[config.mk]
export PLATFORM = sky130hd
export DESIGN_NAME = tlul_host_adapter
export DESIGN_NICKNAME = d
export VERILOG_FILES = /design/src/rtl/tlul_host_adapter.sv
export SDC_FILE = /design/constraint.sdc
export NUM_CORES = 1
export LEC_CHECK = 0
export CAP_MARGIN = 5
export CORE_ASPECT_RATIO = 1.1
export CORE_MARGIN = 5
export CORE_UTILIZATION = 40
export DETAILED_ROUTE_END_ITERATION = 10
export PLACE_DENSITY = 0.81
export SLEW_MARGIN = 20
export SYNTH_ARGS = -nofsm -noshare
export SYNTH_HDL_FRONTEND = slang
export SYNTH_SLANG_ARGS = --single-unit
[constraint.sdc]
create_clock -name clk_i -period 3.7 [get_ports clk_i]
set_clock_uncertainty 0.1 [all_clocks]
set_input_delay 0.37 -clock clk_i [delete_from_list [all_inputs] [get_ports clk_i]]
set_output_delay 0.37 -clock clk_i [all_outputs]
set_load 0.05 [all_outputs]
[src/rtl/tlul_host_adapter.sv]
// ---------------------------------------------------------------------------
// tlul_host_adapter
//
// Turns a simple valid/ready request/response interface into TL-UL A/D
// channel traffic. Up to MaxOutstanding transactions may be in flight. Each
// one is tracked by its source ID, and responses may return in any order.
// The A beat carries command and data integrity. Writes may be byte-masked.
//
// The file also carries minimal top_pkg / tlul_pkg definitions, so the block
// builds on its own.
//
// Optional feature: define TLUL_HOST_ADAPTER_TIMEOUT_EN to add a watchdog.
// The watchdog raises timeout_o once TimeoutCycles cycles pass with work in
// flight and no D beat accepted. It does not abort anything.
//
// Ports:
//   clk_i, rst_i          clock, asynchronous active-high reset
//   req_valid_i/ready_o   request handshake
//   req_we_i              1 = write, 0 = read
//   req_addr_i            byte address, DBW-aligned
//   req_wdata_i/req_be_i  write data and byte enables
//   rsp_valid_o/ready_i   response handshake (combinational from D channel)
//   rsp_rdata_o/err_o     d_data / d_error
//   rsp_source_o          source ID of the completing transaction
//   tl_o / tl_i           TL-UL host-to-device / device-to-host structs
//   outstanding_o         number of transactions in flight
//   err_unexp_o           one-cycle pulse for a D beat with no pending source
//   timeout_o             sticky watchdog flag (0 unless the feature is on)
// ---------------------------------------------------------------------------
package top_pkg;
  localparam int TL_AW  = 32;
  localparam int TL_DW  = 32;
  localparam int TL_AIW = 8;
  localparam int TL_DIW = 1;
  localparam int TL_DBW = TL_DW / 8;
  localparam int TL_SZW = 2;
endpackage

package tlul_pkg;
  typedef enum logic [2:0] {
    PutFullData    = 3'h0,
    PutPartialData = 3'h1,
    Get            = 3'h4
  } tl_a_op_e;

  typedef enum logic [2:0] {
    AccessAck     = 3'h0,
    AccessAckData = 3'h1
  } tl_d_op_e;

  localparam logic [3:0] MuBi4False = 4'h9;

  typedef struct packed {
    logic [3:0] instr_type;
    logic [6:0] cmd_intg;
    logic [6:0] data_intg;
  } tl_a_user_t;

  localparam tl_a_user_t TL_A_USER_DEFAULT = '{
    instr_type: MuBi4False, cmd_intg: 7'h0, data_intg: 7'h0};

  typedef struct packed {
    logic [6:0] rsp_intg;
    logic [6:0] data_intg;
  } tl_d_user_t;

  typedef struct packed {
    logic                         a_valid;
    tl_a_op_e                     a_opcode;
    logic [2:0]                   a_param;
    logic [top_pkg::TL_SZW-1:0]   a_size;
    logic [top_pkg::TL_AIW-1:0]   a_source;
    logic [top_pkg::TL_AW-1:0]    a_address;
    logic [top_pkg::TL_DBW-1:0]   a_mask;
    logic [top_pkg::TL_DW-1:0]    a_data;
    tl_a_user_t                   a_user;
    logic                         d_ready;
  } tl_h2d_t;

  typedef struct packed {
    logic                         d_valid;
    tl_d_op_e                     d_opcode;
    logic [2:0]                   d_param;
    logic [top_pkg::TL_SZW-1:0]   d_size;
    logic [top_pkg::TL_AIW-1:0]   d_source;
    logic [top_pkg::TL_DIW-1:0]   d_sink;
    logic [top_pkg::TL_DW-1:0]    d_data;
    tl_d_user_t                   d_user;
    logic                         d_error;
    logic                         a_ready;
  } tl_d2h_t;

  // Hamming-style 7-bit check code. Check bit k covers the bits whose
  // (index+1) has bit k set. Bit 6 is overall parity.
  function automatic logic [6:0] calc_intg(input logic [63:0] vec);
    logic [6:0] chk;
    logic [5:0] pos;
    chk = '0;
    for (int i = 0; i < 64; i++) begin
      pos = 6'(i + 1);
      for (int k = 0; k < 6; k++) begin
        if (pos[k]) chk[k] = chk[k] ^ vec[i];
      end
      chk[6] = chk[6] ^ vec[i];
    end
    return chk;
  endfunction

  function automatic logic [6:0] get_data_intg(input logic [top_pkg::TL_DW-1:0] data);
    return calc_intg(64'(data));
  endfunction

  // Covers the command-carrying fields of the A beat.
  function automatic logic [6:0] get_cmd_intg(input tl_h2d_t tl);
    return calc_intg(64'({tl.a_user.instr_type, tl.a_address, tl.a_opcode, tl.a_mask}));
  endfunction
endpackage

module tlul_host_adapter #(
  parameter int TL_AW          = top_pkg::TL_AW,
  parameter int TL_DW          = top_pkg::TL_DW,
  parameter int MaxOutstanding = 4,
  parameter int TimeoutCycles  = 1024,
  localparam int DBW           = TL_DW / 8,
  localparam int SrcW          = (MaxOutstanding > 1) ? $clog2(MaxOutstanding) : 1
) (
  input  logic                clk_i,
  input  logic                rst_i,
  input  logic                req_valid_i,
  output logic                req_ready_o,
  input  logic                req_we_i,
  input  logic [TL_AW-1:0]    req_addr_i,
  input  logic [TL_DW-1:0]    req_wdata_i,
  input  logic [DBW-1:0]      req_be_i,
  output logic                rsp_valid_o,
  input  logic                rsp_ready_i,
  output logic [TL_DW-1:0]    rsp_rdata_o,
  output logic                rsp_err_o,
  output logic [SrcW-1:0]     rsp_source_o,
  output tlul_pkg::tl_h2d_t   tl_o,
  input  tlul_pkg::tl_d2h_t   tl_i,
  output logic [SrcW:0]       outstanding_o,
  output logic                err_unexp_o,
  output logic                timeout_o
);

  typedef enum logic {A_IDLE, A_HOLD} a_state_e;

  localparam int AIW     = top_pkg::TL_AIW;
  localparam int SzW     = top_pkg::TL_SZW;
  localparam int SizeLog = $clog2(DBW);

  a_state_e                aState_q;
  tlul_pkg::tl_h2d_t       aBeat_q, aBeat_d;
  logic [MaxOutstanding-1:0] pending_q, pending_d;
  logic [SrcW:0]           outstanding_q, outstanding_d;
  logic                    errUnexp_q;
  logic [SrcW-1:0]         freeIdx;
  logic                    freeFound;
  logic [MaxOutstanding-1:0] dSel, setMask, clrMask;
  logic                    dHit, dReady, dAccept, reqReady, accept;

  // Pick the lowest-index free source. A source that retires this cycle still
  // looks busy here, so it cannot be reused until the next cycle.
  always_comb begin
    freeIdx   = '0;
    freeFound = 1'b0;
    for (int i = 0; i < MaxOutstanding; i++) begin
      if (!pending_q[i] && !freeFound) begin
        freeIdx   = SrcW'(i);
        freeFound = 1'b1;
      end
    end
  end

  // Decode d_source against the full ID width. A beat whose upper source bits
  // are set can never hit, so it is treated as unexpected and dropped.
  always_comb begin
    dSel = '0;
    for (int i = 0; i < MaxOutstanding; i++) begin
      dSel[i] = (tl_i.d_source == AIW'(i));
    end
  end

  assign dHit     = |(dSel & pending_q);
  assign dReady   = dHit ? rsp_ready_i : 1'b1;
  assign dAccept  = tl_i.d_valid & dReady;
  assign clrMask  = dAccept ? (dSel & pending_q) : '0;

  // In A_HOLD, a new request can only be taken when the held beat leaves.
  assign reqReady = !rst_i && freeFound && ((aState_q == A_IDLE) || tl_i.a_ready);
  assign accept   = req_valid_i & reqReady;

  // Build the mask of the source taken by this cycle's accepted request.
  always_comb begin
    setMask = '0;
    for (int i = 0; i < MaxOutstanding; i++) begin
      setMask[i] = accept && (freeIdx == SrcW'(i));
    end
  end

  assign pending_d     = (pending_q & ~clrMask) | setMask;
  assign outstanding_d = outstanding_q + (SrcW+1)'(accept) - (SrcW+1)'(|clrMask);

  // Encode the next A beat. Data integrity is computed first because the
  // command integrity is taken over the finished beat.
  always_comb begin
    aBeat_d           = '0;
    aBeat_d.a_valid   = 1'b1;
    aBeat_d.a_size    = SzW'(SizeLog);
    aBeat_d.a_source  = AIW'(freeIdx);
    aBeat_d.a_address = req_addr_i;
    aBeat_d.d_ready   = 1'b1;
    if (!req_we_i) begin
      aBeat_d.a_opcode = tlul_pkg::Get;
      aBeat_d.a_mask   = '1;
      aBeat_d.a_data   = '0;
    end else begin
      aBeat_d.a_opcode = (&req_be_i) ? tlul_pkg::PutFullData : tlul_pkg::PutPartialData;
      aBeat_d.a_mask   = req_be_i;
      aBeat_d.a_data   = req_wdata_i;
    end
    aBeat_d.a_user           = tlul_pkg::TL_A_USER_DEFAULT;
    aBeat_d.a_user.data_intg = tlul_pkg::get_data_intg(aBeat_d.a_data);
    aBeat_d.a_user.cmd_intg  = tlul_pkg::get_cmd_intg(aBeat_d);
  end

  // A-channel FSM plus source tracking. The held beat stays frozen until
  // a_ready. Reset drops the pending state and the held beat together.
  always_ff @(posedge clk_i or posedge rst_i) begin
    if (rst_i) begin
      aState_q       <= A_IDLE;
      aBeat_q        <= '0;
      aBeat_q.a_user <= tlul_pkg::TL_A_USER_DEFAULT;
      aBeat_q.d_ready <= 1'b1;
      pending_q      <= '0;
      outstanding_q  <= '0;
      errUnexp_q     <= 1'b0;
    end else begin
      pending_q     <= pending_d;
      outstanding_q <= outstanding_d;
      errUnexp_q    <= tl_i.d_valid & ~dHit;
      case (aState_q)
        A_IDLE: begin
          if (accept) begin
            aBeat_q  <= aBeat_d;
            aState_q <= A_HOLD;
          end
        end
        A_HOLD: begin
          if (tl_i.a_ready) begin
            if (accept) begin
              aBeat_q <= aBeat_d;
            end else begin
              aBeat_q.a_valid <= 1'b0;
              aState_q        <= A_IDLE;
            end
          end
        end
        default: aState_q <= A_IDLE;
      endcase
    end
  end

  // The A fields come from registers. d_ready follows the live D beat.
  always_comb begin
    tl_o         = aBeat_q;
    tl_o.d_ready = dReady;
  end

  assign req_ready_o   = reqReady;
  assign rsp_valid_o   = tl_i.d_valid & dHit;
  assign rsp_rdata_o   = tl_i.d_data;
  assign rsp_err_o     = tl_i.d_error;
  assign rsp_source_o  = tl_i.d_source[SrcW-1:0];
  assign outstanding_o = outstanding_q;
  assign err_unexp_o   = errUnexp_q;

  logic unused_dFields;
  assign unused_dFields = ^{tl_i.d_opcode, tl_i.d_param, tl_i.d_size,
                            tl_i.d_sink, tl_i.d_user};

`ifdef TLUL_HOST_ADAPTER_TIMEOUT_EN
  localparam int CntW = $clog2(TimeoutCycles + 1);

  logic [CntW-1:0] toCnt_q, toCnt_d;
  logic            timeout_q;

  // Count idle-response cycles while work is in flight. Saturate at the limit.
  always_comb begin
    toCnt_d = toCnt_q;
    if ((outstanding_q == '0) || dAccept) begin
      toCnt_d = '0;
    end else if (toCnt_q != CntW'(TimeoutCycles)) begin
      toCnt_d = toCnt_q + CntW'(1);
    end
  end

  // The flag stays set until reset, and nothing in flight is touched.
  always_ff @(posedge clk_i or posedge rst_i) begin
    if (rst_i) begin
      toCnt_q   <= '0;
      timeout_q <= 1'b0;
    end else begin
      toCnt_q   <= toCnt_d;
      timeout_q <= timeout_q | (toCnt_d == CntW'(TimeoutCycles));
    end
  end

  assign timeout_o = timeout_q;
`else
  logic unused_timeout;
  assign unused_timeout = (TimeoutCycles != 0);
  assign timeout_o      = 1'b0;
`endif

endmodule

-- Word-level counts from Yosys, hierarchy flattened
Index checks and enable logic that the tools add are counted.
W data, S select, Z words.
- bits in registers: 112
- output and inout port bits: 146
- logic and storage cells: 318
- $add $sub $neg: 2
- equality and inequality tests: 9
- mux-type cells: 19
- bitwise logic cells: 250
- reductions and logical operators: 23
- operator list (cell ; count):
    $xor A1 B1 Y1 ; 238
    $mux W104 ; 2
    $pmux W104 S2 ; 1
    $mux W103 ; 1
    $mux W36 ; 1
    $eq A8 B2 Y1 const B ; 2
    $logic_and A1 B1 Y1 ; 9
    $mux W1 ; 9
    $and A4 B4 Y4 ; 2
    $eq A8 B1 Y1 const B ; 1
    $logic_not A8 Y1 ; 1
    $reduce_or A4 Y1 ; 2
    $logic_not A1 Y1 ; 6
    $and A1 B1 Y1 ; 4
    $eq A2 B2 Y1 const B ; 2
    $mux W2 ; 2
    $mux W4 ; 1
    $ne A2 B2 Y1 const B ; 2
    $not A1 Y1 ; 4
    $not A4 Y4 ; 1
    $or A4 B4 Y4 ; 1
    $reduce_and A4 Y1 ; 1
    $add A3 B1 Y3 ; 1
    $mux W3 ; 1
    other kinds (8) ; 8

-- Logic depth before layout (Yosys ltp)
- word-level depth: 42
- gate-level depth with buffers: 14
- depth with buffers taken out: 11

-- Least setup slack after synthesis
Ideal clock, no wire load.
- kind: input to register
- start point: in tl_i[54] (netlist bit)
- end point: reg outstanding_q[2] (netlist: outstanding_o[2])
- data arrival time: 2.888 ns
- required time: 3.460 ns
- path slack: 0.572 ns
- stages: 11
- buffers on the path: 0
- cell sequence: or4_1 nor3_1 and3_1 and2_1 ha_1 inv_1 ha_1 inv_1 fa_1 xnor2_1 xnor2_1
- longest elaborated chain between the ends: 8
- elaborated cells on any way between the ends: 11
- those cells by class: add/sub: 1; eq/ne: 3; mux: 2; bitwise: 2; reduce/logical: 3
- ends and longest elaborated chain (element ; line ; source):
    start, declared ; 141 ; input tlul_pkg::tl_d2h_t tl_i,
    $eq A8 B1 Y1 (tied with other cells) ; 181 ; dSel[i] = (tl_i.d_source == AIW'(i));
    $and A4 B4 Y4 (*) ; 185, 188 ;
    $reduce_or A4 Y1 ; 185 ; assign dHit = |(dSel & pending_q);
    $mux W1 ; 186 ; assign dReady = dHit ? rsp_ready_i : 1'b1;
    $and A1 B1 Y1 ; 187 ; assign dAccept = tl_i.d_valid & dReady;
    $mux W4 (*) ; 188 ; assign clrMask = dAccept ? (dSel & pending_q) : '0;
    $reduce_or A4 Y1 (*) ; 203 ; assign outstanding_d = outstanding_q + (SrcW+1)'(accept) - (SrcW+1)'(|clrMask);
    $sub A3 B1 Y3 (*) ; 203 ;
    via outstanding_d[2] ; 156 ; logic [SrcW:0] outstanding_q, outstanding_d;
    end signal, assigned ; 241 ; outstanding_q <= outstanding_d;
    end, declared ; 156 ;
The timed path passes the listed nets; every way through them passes the cells marked *.
A chain may end at the register's enable or synchronous reset.

==> metrics <==
Worst-Skew Late Latency 0.35 ns; Post-DRT Antenna Nets 0; Pwr Total 6770 uW; Pleak 0.00320 uW; most frequent cell after synthesis nand2_1; slowest CP cell clkdlybuf4s50_1; CP Launch Point tl_i[49]; reg2reg path depth 10; CTS tree yes; status finished, final reports clean; end of the worst register-to-register path outstanding_o[2]; Setup crit start kind input port; initial core utilization 40.6%; Worst-Margin Slew 0.711 ns; reg2reg setup slack 0.98 ns; switch share 48.1%; CTS buffer count 9; drt initial violations 160; die width 123 um; Total GRT Usage 17.0%; H-Tree Depth 3; hold worst-path end tl_o[96]; vias per std cell 4.72; I/O Pins 285; port bufs 179; largest net degree at the start of global routing 97; Reg2Reg Launch Point pending_q[0]; Finished Core Util 54.6%; crit-path max FO 6; CTS hold repair buffers 0; Syn. warnings 0; hold path depth 1; placed cells 849; vias in the first global route 4225; WHS 0.373 ns; Max Cap Viol 0; EDFF count, synth 0; total negative slack 0 ns; sequential fraction of the synthesis area 43.1%; fmax 330 MHz; initial antenna violation count 0; Final #Nets 814; Hold Fails Final Rpt 0; DIE HEIGHT 134 um; Synth top area share 43.1%; first-pass GRT wire length 21700 um; # diodes 0; Post-DP HPWL 10900 um; Rows 45; unrepaired setup endpoints after global routing no; RD Place Congestion 0.810; Clock Pin Slew Worst Setup and Hold Paths 0.07 ns; core area 13700 um2; Critical Path RT 3.23 ns; CP Cell Sequence clkdlybuf4s50_1 -> mux4_2 -> and2_1 -> nand2b_1 -> clkdlybuf4s50_1; Sink Count 96; Slew HR 52.6%; cells after synthesis 541; die area 16400 um2; Syn Area/Cell 10.3 um2; Final period util 81.8%; Worst EP arrival 2.56 ns; top post-synthesis cells by count nand2_1 (104), dfrtp_1 (96), xnor2_1 (92), buf_4 (54), o21ai_0 (40); setup violators final 0; drt wl/cell 16.2 um; min Tclk post-route 3.03 ns; FFs w/ async S/R, synth 100%; NetSw 3260 uW; critical path class input port to output pin; Post-CTS Resized 0; proportion of layout cells with a drive suffix above 1 8.42%; Most common cell on crit path clkdlybuf4s50_1; clock network power share 14.2%; worst path bufs/invs 2; Comb power frac 59.2%; Post-Synthesis Cell Area 5580 um2; Crit path depth 5; flops & latches, synth 96; total setup buffers inserted after CTS 0; area grow syn2layout 34.6%; min-delay src tl_o[96]; GRT overflow 0; number of distinct library cells after synthesis 31; final slew viol count 0; drt pass-1 iters 4; DR vias 4080; Worst IR Drop VDD 712 uV; CTS root buffer clkbuf_16; Hold WC Path Type flop to flop; crit end category output pin; crit-path leading delay family buffers and inverters; Finished Layout Cells 865; Post-Route WL 14000 um; Seq pwr share 26.6%; clk buf depth 2; CP max stage delay 0.80 ns; cell-internal power 3520 uW; main area contributors after synthesis dfrtp_1 (43%), xnor2_1 (14%), buf_4 (7.3%); Synth area leader dfrtp_1; power per cell area 902 nW/um2; Main synth FF type dfrtp_1; DRC viols 0
==> power by group through the flow <==
stage                     logic, uW  registers, uW  clock network [uW]
after global placement         4000           1790                   0
after floorplan                1120           3480                   0
after CTS                      4060           1810                 991
after detailed placement       4050           1820                   0
final                          4010           1800                 961
after global routing           4210           1870                1030
==> cells in the final DEF (no fill, tap or decap), drive strengths merged, types with 2 or more instances in the layout <==
| cell | n |
|---|---|
| mux2 | 35 |
| nor2b | 7 |
| clkbuf | 9 |
| nand2 | 104 |
| nand2b | 4 |
| xnor3 | 12 |
| a31oi | 3 |
| conb | 16 |
| ha | 2 |
| xor3 | 2 |
| nor2 | 4 |
| clkdlybuf4s50 | 178 |
| nor3 | 2 |
| dfrtp | 96 |
| a21oi | 4 |
| xnor2 | 92 |
| xor2 | 22 |
| inv | 7 |
| nand3 | 3 |
| o21ai | 54 |
| and2 | 4 |
| buf | 5 |
| clkinv | 4 |
==> how the worst max path moves through the flow <==
stage | to | slack (ns)
global route | rsp_valid_o | 0.51
detailed placement | outstanding_o[2] | 0.42
CTS | tl_o[0] | 0.66
finish | tl_o[0] | 0.67
global placement | outstanding_o[2] | 0.48
floorplan | outstanding_o[2] | 0.57
==> per-layer routing <==
| layer | part of all wire [%] | track usage (%) | vias up |
|---|---|---|---|
| li1 | - | - | 1946 |
| met1 | 37 | 18.2 | 1971 |
| met2 | 52 | 30.5 | 142 |
| met3 | 8.4 | 6.12 | 21 |
| met4 | 2.0 | 6.60 | 0 |
| met5 | 0 | 0 | - |
==> kinds of logic after synthesis <==
family                   share of synthesized area, %
AO/OA/AOI/OAI                                    5.68
XOR/XNOR                                         23.6
adder cells (fa/ha/maj)                         0.808
buffers and inverters                            9.31
flip-flops                                       43.1
multiplexers                                     7.47
other                                           0.135
AND/OR/NAND/NOR                                  9.92
==> registers in the layout, indices dropped and copies added, names as in the netlist <==
signal / cells
outstanding_o: 3
err_unexp_o: 1
pending_q: 4
aState_q: 1
tl_o: 87
==> layout make-up <==
class | count | area, um2
inverters | 5 | 21.3
clock buffers | 9 | 225
fillers | 1245 | 6230
flip-flops and latches | 96 | 2400
clock inverters | 7 | 78.8
multi-input cells | 377 | 2720
repair buffers | 183 | 1830
well taps | 188 | 235
==> metrics by stage <==
stage | setup slack, ns | instance area (um2)
2_1_floorplan | 0.572 | 5630
3_3_place_gp | 0.478 | 7200
3_5_place_dp | 0.423 | 7200
4_1_cts | 0.660 | 7510
5_1_grt | 0.513 | 7510
6_report | 0.672 | 7510
Note: power is estimated with default switching activity, not from simulation.
